`src/rtl/dot_tracker_pkg.sv`:
```
// Shared maze geometry, FSM state encoding and a BCD increment helper
// for the dot tracker.
package dot_tracker_pkg;

    localparam int TILES_X = 28;
    localparam int TILES_Y = 36;
    localparam int N_TILES = TILES_X * TILES_Y;

    typedef enum logic [1:0] {
        INIT,
        IDLE,
        LOOKUP,
        EAT
    } state_t;

    // Three-digit BCD +1; 999 rolls over to 000.
    function automatic logic [11:0] bcd_inc(input logic [11:0] value);
        logic [11:0] r;
        r = value;
        if (r[3:0] != 4'd9) begin
            r[3:0] = r[3:0] + 4'd1;
        end else begin
            r[3:0] = 4'd0;
            if (r[7:4] != 4'd9) begin
                r[7:4] = r[7:4] + 4'd1;
            end else begin
                r[7:4] = 4'd0;
                r[11:8] = (r[11:8] == 4'd9) ? 4'd0 : r[11:8] + 4'd1;
            end
        end
        return r;
    endfunction

endpackage

```
`src/rtl/dot_tracker_rom.sv`:
```
// Initial dot map ROM, one bit per tile, one-cycle synchronous read.
// DOT_MAP supplies the contents.
module dot_rom #(
    parameter string DOT_FILE = "level_dots.bin",
    parameter int N_TILES = 1008,
    parameter logic [N_TILES-1:0] DOT_MAP = '0
) (
    input  logic       clk,
    input  logic [9:0] addr,
    output logic       data
);

    logic mem [N_TILES];

    initial begin
        for (int k = 0; k < N_TILES; k++) mem[k] = DOT_MAP[k];
    end

    always_ff @(posedge clk) begin
        data <= (int'(addr) < N_TILES) ? mem[addr] : 1'b0;
    end

endmodule

```
`src/rtl/dot_tracker.sv`:
```
// Tracks which maze dots remain, consumes the dot under Pac-Man once per
// frame and keeps the remaining-dot count and BCD score.
module dot_tracker #(
    parameter string DOT_FILE = "level_dots.bin",
    parameter int N_TILES = dot_tracker_pkg::N_TILES,
    parameter logic [N_TILES-1:0] DOT_MAP = '0
) (
    input  logic        pclk,
    input  logic        rst_n,
    input  logic        frame_tick,
    input  logic        pac_valid,
    input  logic [4:0]  pac_tile_x,
    input  logic [5:0]  pac_tile_y,
    input  logic [9:0]  query_index,
    output logic        query_dot,
    output logic        busy,
    output logic        eat_pulse,
    output logic [7:0]  dots_left,
    output logic [11:0] score_bcd,
    output logic        level_clear
);

    import dot_tracker_pkg::*;

    localparam logic [9:0] LAST_TILE = 10'(N_TILES - 1);
    localparam logic [9:0] IDX_END   = 10'(N_TILES);

    state_t     state, state_next;
    logic [9:0] i, i_next;
    logic [9:0] idx;
    logic [9:0] y_ext, pac_idx;
    logic       pac_ok;
    logic       rom_bit, lookup_bit;
    logic       live [N_TILES];
    logic       live_we, live_data, query_en;
    logic [9:0] live_addr;

    // y*28 + x built from shifts: y*32 - y*4 + x.
    assign y_ext   = {4'd0, pac_tile_y};
    assign pac_idx = (y_ext << 5) - (y_ext << 2) + {5'd0, pac_tile_x};
    assign pac_ok  = frame_tick && pac_valid &&
                     (pac_tile_x <= 5'(TILES_X - 1)) && (pac_tile_y <= 6'(TILES_Y - 1));

    assign busy = (state == INIT);

    always_comb begin
        state_next = state;
        i_next     = '0;
        case (state)
            INIT: begin
                if (i == LAST_TILE) state_next = IDLE;
                else                i_next     = i + 10'd1;
            end
            IDLE:    if (pac_ok) state_next = LOOKUP;
            LOOKUP:  state_next = lookup_bit ? EAT : IDLE;
            EAT:     state_next = (dots_left == 8'd1) ? INIT : IDLE;
            default: state_next = INIT;
        endcase
        if (!rst_n) begin
            state_next = INIT;
            i_next     = '0;
        end
    end

    // The ROM is addressed with i_next so rom_bit already holds rom[i] during INIT.
    dot_rom #(
        .DOT_FILE(DOT_FILE),
        .N_TILES (N_TILES),
        .DOT_MAP (DOT_MAP)
    ) u_rom (
        .clk (pclk),
        .addr(i_next),
        .data(rom_bit)
    );

    always_ff @(posedge pclk) begin
        if (!rst_n) begin
            state <= INIT;
            i     <= '0;
        end else begin
            state <= state_next;
            i     <= i_next;
        end
    end

    assign live_we   = rst_n && (state == INIT || state == EAT);
    assign live_addr = (state == INIT) ? i : idx;
    assign live_data = (state == INIT) ? rom_bit : 1'b0;
    assign query_en  = (state != INIT) && (state_next != INIT) && (query_index < IDX_END);

    always_ff @(posedge pclk) begin
        if (live_we) live[live_addr] <= live_data;
        lookup_bit <= (pac_idx < IDX_END) ? live[pac_idx] : 1'b0;
        query_dot  <= query_en ? live[query_index] : 1'b0;
    end

    always_ff @(posedge pclk) begin
        if (!rst_n) begin
            idx         <= '0;
            dots_left   <= '0;
            score_bcd   <= '0;
            eat_pulse   <= 1'b0;
            level_clear <= 1'b0;
        end else begin
            eat_pulse   <= 1'b0;
            level_clear <= 1'b0;
            if (state == IDLE && pac_ok) idx <= pac_idx;
            case (state)
                INIT: if (rom_bit && dots_left != 8'hFF) dots_left <= dots_left + 8'd1;
                EAT: begin
                    eat_pulse <= 1'b1;
                    score_bcd <= bcd_inc(score_bcd);
                    if (dots_left != 8'd0) dots_left   <= dots_left - 8'd1;
                    if (dots_left == 8'd1) level_clear <= 1'b1;
                end
                default: ;
            endcase
        end
    end

endmodule

```
`config.mk`:
```
export PLATFORM = sky130hd
export DESIGN_NAME = dot_tracker
export DESIGN_NICKNAME = d
export VERILOG_FILES = /design/src/rtl/dot_tracker_pkg.sv /design/src/rtl/dot_tracker_rom.sv /design/src/rtl/dot_tracker.sv
export SDC_FILE = /design/constraint.sdc
export NUM_CORES = 1
export LEC_CHECK = 0
export BUFFER_PORTS_ARGS = -buffer_cell sky130_fd_sc_hd__clkbuf_2
export CORE_ASPECT_RATIO = 1.2
export CORE_MARGIN = 3
export CORE_UTILIZATION = 55
export CTS_BUF_LIST = sky130_fd_sc_hd__clkbuf_4 sky130_fd_sc_hd__clkbuf_8 sky130_fd_sc_hd__clkbuf_16
export DETAILED_ROUTE_END_ITERATION = 16
export GPL_ROUTABILITY_DRIVEN = 1
export PLACE_DENSITY = 0.95
export SLEW_MARGIN = 20
export SYNTH_ARGS = -nofsm -noshare
export SYNTH_HDL_FRONTEND = slang
export SYNTH_SLANG_ARGS = --single-unit
export TNS_END_PERCENT = 10
```
`constraint.sdc`:
```
create_clock -name pclk -period 5.5 [get_ports pclk]
set_input_delay 1.1 -clock pclk [delete_from_list [all_inputs] [get_ports pclk]]
set_output_delay 1.1 -clock pclk [all_outputs]
set_load 0.01 [all_outputs]
```
==> results.toml <==
[logic_synthesis]
synth.top_cells.by_area = "dfxtp_1 39%, ha_1 6.4%, xor2_1 6.0%"
yosysTopAreaCell = "dfxtp_1"
synth-edff-count = 0
synth_top_area_share_pct = 38.83
synth-async-reset-ratio_pct = 0
most_common_library_cells_after_synthesis = "34 x dfxtp_1, 24 x nor2_1, 12 x a21oi_1, 12 x xor2_1, 10 x inv_1"
synth.ff_latch_count = 34
ys_types = 50
synth-seq-area-share_pct = 38.83
synth.avg_cell_area_um2 = 9.083
synth.yosys.warnings = 0
synthesis.nets = 227
netlist_area_mm2 = 0.001753
netlist_instances = 193
yosys_most_used_dff = "dfxtp_1"
yosysMostFrequentCell = "dfxtp_1"

[detailed_routing]
wl_met1_mm = 1.355
detail-route-antenna-nets = 0
detailedRoute.firstPassIterationCount = 4
top_signal_layer_used = "met4"
met3WireLength_um = 129
via_count = 1485
post-route-drc-count = 0
avgRoutedWirePerCell_um = 12.78
drt-total-wl_mm = 3.360
drt_iter0_drc = 32
dr_wl_met2_mm = 1.797
route.detailed.vias_per_inst = 5.646

[sta]
rsz0062_at_grt = "false"
timing_hold_violations_final = 0
report.final.slew_viol_count = 0
timing.final.setup_violations = 0
timing.final.ws_setup_ns = 3.212
finalSetupTns_ns = 0
worst_clock_skew_ns = 0.009425
final_hold_slack_ns = 0.4733
fin_crit_ns = 2.288
max_clock_freq_ghz = 0.4370
max_slew.worst_pin.slew_ns = 0.6194
final_min_period_over_clock_period_pct = 41.61
timing.slew.headroom_pct = 58.66

[floorplanning]
initial_core_util_pct = 60.10
die_h_um = 67.84
floorplan.io_pins = 49
core.rowCount = 21
dieWidth_um = 57.54
design.die.area_mm2 = 0.003903
placeableCoreArea_mm2 = 0.002917

[global_routing]
pin_count_of_the_biggest_net_entering_global_routing = 21
initial_antenna_violation_count = 0
grt_pass1_wl_mm = 5.851
grt_usage_pct = 19.11
grt.overflow.total = 0
number_of_global_route_vias_before_repair = 1488

[power_and_ir_drop]
p_switching_w = 0.00008778
seq_power_share_pct = 61.3
cellLeakagePower_nw = 0.8422
power.clock.fraction_pct = 35.8
p_comb_share_pct = 2.9
power.density_cell_area_mw_per_mm2 = 205.6
power_report.internal_total_w = 0.0003198
power_switching_share_pct = 21.54
peakVddDrop_v = 0.0001657

[run]
max_cap_violations = 0

[final_layout]
postLayoutCoreUtil_pct = 67.95
nNetsFinal = 262
diodes = 0
area_growth_pct = 13.06
drive_above_1_share_pct = 23.14
total_area_of_sequential_cells_um2 = 680.7
multi_input_comb_area_um2 = 992.2
fin_area_mm2 = 0.001982
fill_cells = 229

[clock_network]
cts.sinks = 34
cts_buffers = 5
clockRootBuffer = "clkbuf_4"
cts_setup_buffers = 0
post_cts_resize_count = 0
cts_tree = "yes"
h_tree_level_count = 2
clk_pin_slew_worst_paths_ns = 0.10
worstSkewPairLatency_ns = 0.33
maximum_buffer_depth_of_the_clock_tree = 2
post_cts_hold_buffers = 0

[critical_path]
worstPathCellList = "inv_1, ha_1, clkbuf_2"
critical_path_peak_fanout = 4
crit_type = "register to primary output"
critical_path.max_stage_delay_ns = 0.38
timing.critical_path.to_type = "primary output"
critical_path_arrival_ns = 1.19
worst_ep_required_time_ns = 4.40
critPathSlowestCell = "dfxtp_1"
worstSetupStartpointType = "register"

[place]
dpl_cell_area_mm2 = 0.001918
place.gp.congestion = 0.8058
dp_worst_setup_slack_ns = 3.291
hpwl_mm = 2.529
number_of_i_o_port_buffers = 33

[outcome]
outcome = "completed"

[min_path]
worstHoldPathType = "register to register"
cell usage in the layout, fill, tap and decap left out, drive strengths merged, types with 2 or more instances in the layout:
cell type / synthesis / layout
a21oi: 12 / 12
a31oi: 2 / 2
a32oi: 2 / 2
and2: 2 / 2
and3: 4 / 4
and4: 2 / 2
and4b: 3 / 3
clkbuf: 1 / 40
dfxtp: 34 / 34
ha: 9 / 9
inv: 10 / 10
mux2i: 2 / 2
nand2: 6 / 6
nand3: 9 / 9
nand4: 4 / 4
nor2: 25 / 25
nor2b: 5 / 5
nor3: 2 / 2
nor3b: 4 / 4
o21ai: 10 / 10
o31ai: 3 / 3
or3: 5 / 5
or4b: 2 / 2
xnor2: 4 / 4
xor2: 12 / 12
critical path: cells and delay by family, from the launching register on:
family / cells / cell delay (ns)
adders and majority gates: 1 / 0.24
buffers and inverters: 2 / 0.24
DFF: 1 / 0.38
power groups by stage:
stage	Sequential, W	Clock (W)	Combinational [W]
2_1_floorplan	0.000255	0	0.00000766
3_3_place_gp	0.000255	0	0.0000116
3_5_place_dp	0.000256	0	0.0000119
4_1_cts	0.000250	0.000151	0.0000119
5_1_grt	0.000250	0.000158	0.0000144
6_report	0.000250	0.000146	0.0000118
layer usage:
metal  GRT usage (%)  vias to the layer above
li1                -                      755
met2           36.86                       27
met1           18.39                      693
met5               0                        -
met3           3.962                       10
met4           11.59                        0
flip-flops by register name (all words and copies together), names as in the netlist:
signal,count
i,10
score_bcd,12
eat_pulse,1
state,2
level_clear,1
dots_left,8
through the flow:
step / total power, W / std cells
3_5_place_dp: 0.0002674 / 255
6_report: 0.0004076 / 263
5_1_grt: 0.0004223 / 263
4_1_cts: 0.0004128 / 263
2_1_floorplan: 0.0002628 / 193
3_3_place_gp: 0.0002670 / 255
area by class of cell:
class	instances	area share, %
tap	34	2.146
clock buffer	7	2.967
sequential	34	34.34
inverter	10	1.894
multi-input combinational	144	50.06
clock inverter	1	0.2525
timing repair buffer	33	8.333
logic make-up after synthesis:
group	share of synthesized area, %
compound gates	13.63
xor+xnor	7.994
fa+ha+maj	6.424
buf+inv	4.568
flops	38.83
mux	1.784
other cells	0.2139
simple gates	26.55
worst paths after layout:
| kind | startpoint | endpoint | slack, ns | depth (start not counted) |
|---|---|---|---|---|
| worst max-delay path | state[0]$_SDFFE_PN0P_ | busy | 3.21 | 3 |
| worst min-delay path | i[0]$_SDFF_PP0_ | i[0]$_SDFF_PP0_ | 0.47 | 1 |
| worst min register to register | i[0]$_SDFF_PP0_ | i[0]$_SDFF_PP0_ | 0.47 | 1 |
| worst max register to register | state[1]$_SDFFE_PN0P_ | dots_left[5]$_SDFFE_PN0P_ | 3.24 | 5 |
Power figures use the tool's default switching activity.
